[src/rtl/tia_fb_writer.sv]
// rtl/tia_fb_writer.sv - converts the TIA pixel stream into row-major framebuffer write cycles
module tia_fb_writer #(
  parameter int FB_W     = 160,
  parameter int FB_H     = 240,
  parameter int TOP_SKIP = 30,
  parameter int ADDR_W   = 16
) (
  input  logic              clk,
  input  logic              reset,
  input  logic              pix_ce,
  input  logic [6:0]        pix_color,
  input  logic              hblank,
  input  logic              vblank,
  input  logic              vsync,
  output logic [ADDR_W-1:0] fb_addr,
  output logic [6:0]        fb_data,
  output logic              fb_we,
  output logic              frame_start,
  output logic [7:0]        frame_count
);

  localparam int XW = $clog2(FB_W + 1);
  localparam int YW = $clog2(FB_H + 1);
  localparam int SW = $clog2(TOP_SKIP + 1);

  localparam logic [1:0] ST_SYNC    = 2'd0;
  localparam logic [1:0] ST_SKIP    = 2'd1;
  localparam logic [1:0] ST_CAPTURE = 2'd2;
  localparam logic [1:0] ST_DONE    = 2'd3;

  logic [1:0]        state;
  logic [XW-1:0]     x;
  logic [YW-1:0]     y;
  logic [SW-1:0]     skip_cnt;
  logic [ADDR_W-1:0] row_base;
  logic              vsync_q;
  logic              hblank_q;
  logic              vs_rise;
  logic              hb_rise;

  // Edges are only meaningful on pixel-strobe cycles, so qualify them here.
  assign vs_rise = pix_ce & vsync & ~vsync_q;
  assign hb_rise = pix_ce & hblank & ~hblank_q;

  always_ff @(posedge clk or negedge reset) begin
    if (!reset) begin
      state       <= ST_SYNC;
      x           <= '0;
      y           <= '0;
      skip_cnt    <= '0;
      row_base    <= '0;
      vsync_q     <= 1'b0;
      hblank_q    <= 1'b0;
      fb_addr     <= '0;
      fb_data     <= '0;
      fb_we       <= 1'b0;
      frame_start <= 1'b0;
      frame_count <= '0;
    end else begin
      fb_we       <= 1'b0;
      frame_start <= 1'b0;
      if (pix_ce) begin
        vsync_q  <= vsync;
        hblank_q <= hblank;
        // A new frame overrides line ends and pixels sampled alongside it.
        if (vs_rise) begin
          state       <= ST_SKIP;
          skip_cnt    <= '0;
          x           <= '0;
          y           <= '0;
          row_base    <= '0;
          frame_start <= 1'b1;
          frame_count <= frame_count + 8'd1;
        end else begin
          case (state)
            ST_SKIP: begin
              if (hb_rise) begin
                skip_cnt <= skip_cnt + SW'(1);
                if (skip_cnt == SW'(TOP_SKIP - 1)) begin
                  state    <= ST_CAPTURE;
                  x        <= '0;
                  y        <= '0;
                  row_base <= '0;
                end
              end
            end
            ST_CAPTURE: begin
              if (hb_rise) begin
                x <= '0;
                if (y == YW'(FB_H - 1)) begin
                  state <= ST_DONE;
                end else begin
                  y        <= y + YW'(1);
                  row_base <= row_base + ADDR_W'(FB_W);
                end
              end else if (!hblank && (x < XW'(FB_W))) begin
                fb_we   <= 1'b1;
                fb_addr <= row_base + ADDR_W'(x);
                fb_data <= vblank ? 7'd0 : pix_color;
                x       <= x + XW'(1);
              end
            end
            default: begin
            end
          endcase
        end
      end
    end
  end

endmodule

[config.mk]
export PLATFORM = sky130hd
export DESIGN_NAME = tia_fb_writer
export DESIGN_NICKNAME = d
export VERILOG_FILES = /design/src/rtl/tia_fb_writer.sv
export SDC_FILE = /design/constraint.sdc
export NUM_CORES = 1
export LEC_CHECK = 0
export ABC_AREA = 1
export BUFFER_PORTS_ARGS = -buffer_cell sky130_fd_sc_hd__buf_4
export CORE_MARGIN = 3
export CORE_UTILIZATION = 63
export DETAILED_ROUTE_END_ITERATION = 6
export GPL_TIMING_DRIVEN = 0
export PLACE_DENSITY = 0.82
export REMOVE_ABC_BUFFERS = 1
export SLEW_MARGIN = 20
export SYNTH_ARGS = -nofsm -noshare
export SYNTH_HDL_FRONTEND = slang
export SYNTH_SLANG_ARGS = --single-unit
[constraint.sdc]
create_clock -name clk -period 4.8 [get_ports clk]
set_input_delay 0.72 -clock clk [delete_from_list [all_inputs] [get_ports clk]]
set_output_delay 0.72 -clock clk [all_outputs]
set_load 0.02 [all_outputs]
==> qor.tcl <==
set qor(cts_root_buf) {sky130_fd_sc_hd__clkbuf_8}
set qor(timing.rr.start) {vsync_q}
set qor(clk_lat_worst_skew_ns) 0.34
set qor(worstPathArrival_ns) 2.60
set qor(drt_pre_antenna_iters) 4
set qor(cts_sink_cnt) 69
set qor(vias_in_the_first_global_route) 3337
set qor(num_antenna_cells) 0
set qor(cp_slowest_stage_delay_ns) 0.52
set qor(drv_cap) 0
set qor(synth.avg_cell_area_sq_um) 7.47
set qor(post_cts.repair.setup_buffers) 0
set qor(timing.setup.tns_ns) 0
set qor(drc_errors) 0
set qor(worst_r2r_path_depth) 8
set qor(r2r_setup_slack_ns) 2.47
set qor(worst-endpoint-required_ns) 5.03
set qor(combined_area_of_the_multi_input_logic_cells_sq_mm) 0.00182
set qor(rsz0062_at_grt) {false}
set qor(crit_path_cell_trace) {buf_4 > nand3_1 > nand3_1 > nand3_1 > nor2_1 > inv_1 > nand2_1 > nand2_1}
set qor(status) {complete, no violations}
set qor(routed_via_density) 5.34
set qor(postCtsHoldBufs) 0
set qor(nFillCells) 422
set qor(die_w_um) 83.7
set qor(final_nets) 575
set qor(drt.antenna.violating_nets) 0
set qor(regArea_sq_mm) 0.00173
set qor(yosysWarnings) 0
set qor(fin_crit_ns) 2.37
set qor(place_congestion) 0.860
set qor(synth.ff_latch_count) 69
set qor(yosys.cell_types.count) 35
set qor(grt_max_degree) 70
set qor(min_period_over_period_pct) 49.3
set qor(floorplan.rows) 27
set qor(setup_viol) 0
set qor(dpl_worst_slack_ns) 2.08
set qor(worst_slew_margin_rel_pct) 43.3
set qor(timing.critical_path.mode_cell) {sky130_fd_sc_hd__nand3_1}
set qor(finalMaxSlewViolations) 0
set qor(clk_transition_reported_paths_ns) 0.07
set qor(min_from) {fb_addr[2]}
set qor(placed_cell_count) 614
set qor(ios) 46
set qor(start_util_pct) 67.1
set qor(hpwlAfterDp_mm) 5.49
set qor(ir_worst_vdd_mv) 0.409
set qor(cts_made_buffers) 9
set qor(worstMarginPinSlew_ns) 0.850
set qor(power_w) 0.00198
set qor(htreeDepth) 3
set qor(cts-root-to-sink-buffers) 2
set qor(ys_seq_area_share_pct) 45.3
set qor(post_synth_instance_area_sq_mm) 0.00381
set qor(detail_route.iter0.violations) 182
set qor(critical_path.max_fanout) 12
set qor(antenna_found_initial) 0
set qor(drive_gt1_share_pct) 14.5
set qor(whs_endpoint) {fb_addr[2]}
set qor(grt_util_all_layers_pct) 25.1
set qor(via_count) 3365
set qor(worstHoldPathCells) 2
set qor(finalWorstSetupSlack_ns) 2.43
set qor(worstReg2RegEnd) {x[5]}
set qor(hold_viol) 0
set qor(leakagePower_nw) 2.34
set qor(synthesis.instances) 510
set qor(syn_to_final_growth_pct) 14.3
set qor(fin_worst_hold_slack_ns) 0.483
set qor(postCtsResizedCells) 0
set qor(grt_first_pass_wirelength_mm) 14.6
set qor(fp.dieH_um) 83.7
set qor(tritoncts) {built}
set qor(worst_clock_skew_ns) 0.00716
set qor(design.core.area_sq_mm) 0.00568
set qor(worst_setup_ep_type) {flop}
set qor(start_to_end_type_of_the_worst_setup_path) {primary input to flop}
set qor(min-delay-path-class) {flop to flop}
set qor(instances_no_fill) 630
set qor(crit_path_top_delay_cell) {sky130_fd_sc_hd__nor2_1}
set qor(critPathLaunchType) {primary input}
set qor(wire_length_after_detailed_routing_mm) 8.04
set qor(placement.io_buffers) 45
set qor(wl_per_cell_um) 12.8
set qor(max_freq_mhz) 422
set qor(cellPowerDensity_mw_per_mm2) 456
set qor(floorplan.die_area_sq_mm) 0.00701
set qor(grt_remaining_overflow) 0
## worst max-delay path by stage
stage	slack, ns	end	cells past startpoint	start
after floorplan	2.73	x[5]	7	pix_ce
after global placement	2.13	x[7]	8	pix_ce
after detailed placement	2.08	x[7]	8	pix_ce
after CTS	2.45	x[7]	8	pix_ce
after global routing	2.18	x[5]	8	pix_ce
final	2.43	x[5]	8	pix_ce
## synth_stat cells (all sizes together)
cell / number / area, sq um
nand2: 203 / 792
dfrtp: 69 / 1730
nor2: 54 / 245
inv: 49 / 184
nand3: 49 / 263
o21ai: 24 / 120
buf: 11 / 73.8
ha: 9 / 113
nand4: 7 / 43.8
xor2: 7 / 61.3
nor3: 6 / 35.0
a21oi: 4 / 20.0
nor4: 3 / 18.8
xnor2: 3 / 26.3
clkbuf: 2 / 7.51
o21bai: 2 / 15.0
o22ai: 2 / 12.5
or2: 2 / 12.5
mux2i: 1 / 10.0
nand3b: 1 / 7.51
nor3b: 1 / 12.5
o31ai: 1 / 7.51
## per-stage QoR
| stage | util (%) | area, sq um |
|---|---|---|
| 5_1_grt | 76.7 | 4350 |
| 6_report | 76.7 | 4350 |
| 2_1_floorplan | - | 3730 |
| 3_3_place_gp | 73.2 | 4150 |
| 4_1_cts | 76.7 | 4350 |
| 3_5_place_dp | 73.2 | 4150 |
## logic make-up after synthesis
logic type	count (synthesis)	share of synthesized area, %
AO/OA/AOI/OAI	33	4.60
XOR/XNOR	10	2.30
adder cells (fa/ha/maj)	9	2.96
buffers and inverters	62	6.97
flip-flops	69	45.4
multiplexers	1	0.263
AND/OR/NAND/NOR	326	37.6
## cell usage in the layout, fill, tap and decap left out, types with 5 or more instances in the layout
cell type | synthesis | layout
sky130_fd_sc_hd__dfrtp_1 | 69 | 69
sky130_fd_sc_hd__inv_1 | 45 | 45
sky130_fd_sc_hd__clkbuf_8 | 0 | 13
sky130_fd_sc_hd__nand3_1 | 47 | 47
sky130_fd_sc_hd__ha_1 | 9 | 9
sky130_fd_sc_hd__nor3_1 | 5 | 5
sky130_fd_sc_hd__xor2_1 | 7 | 7
sky130_fd_sc_hd__nor2_1 | 50 | 50
sky130_fd_sc_hd__nand4_1 | 7 | 7
sky130_fd_sc_hd__nand2_1 | 197 | 197
sky130_fd_sc_hd__o21ai_0 | 20 | 20
sky130_fd_sc_hd__buf_4 | 1 | 45
## metal layers
layer | track usage (%) | vias to the layer above | part of all wire [%]
met5 | 0 | - | 0
met4 | 7.46 | 0 | 1.3
met3 | 5.43 | 11 | 5.4
met2 | 43.7 | 85 | 48
met1 | 31.2 | 1569 | 45
li1 | - | 1700 | -
## state kept, by name (all words and copies together), names as in the netlist
name	flops
state	2
fb_we	1
hblank_q	1
fb_addr	16
x	8
vsync_q	1
row_base	11
skip_cnt	5
fb_data	7
frame_count	8
frame_start	1
y	8
## final cells by class
type	instances	area share, %
well taps	72	2.07
clock buffers	13	4.11
repair buffers	45	7.77
flip-flops and latches	69	39.7
multi-input cells	379	41.7
inverters	49	4.23
clock inverters	3	0.403
## critical path, delay by kind of cell
kind,cells,cell delay (ns)
AND/OR/NAND/NOR,6,1.52
buffers and inverters,2,0.35
## where the power goes
group	switching [W]	leakage [nW]	total [W]	internal [W]
combinational	0.000463	1.31	0.000709	0.000246
clock	0.000213	0.101	0.000455	0.000242
sequential	0.000115	0.926	0.000820	0.000705
total	0.000790	2.34	0.00198	0.00119
Power figures use the tool's default switching activity.
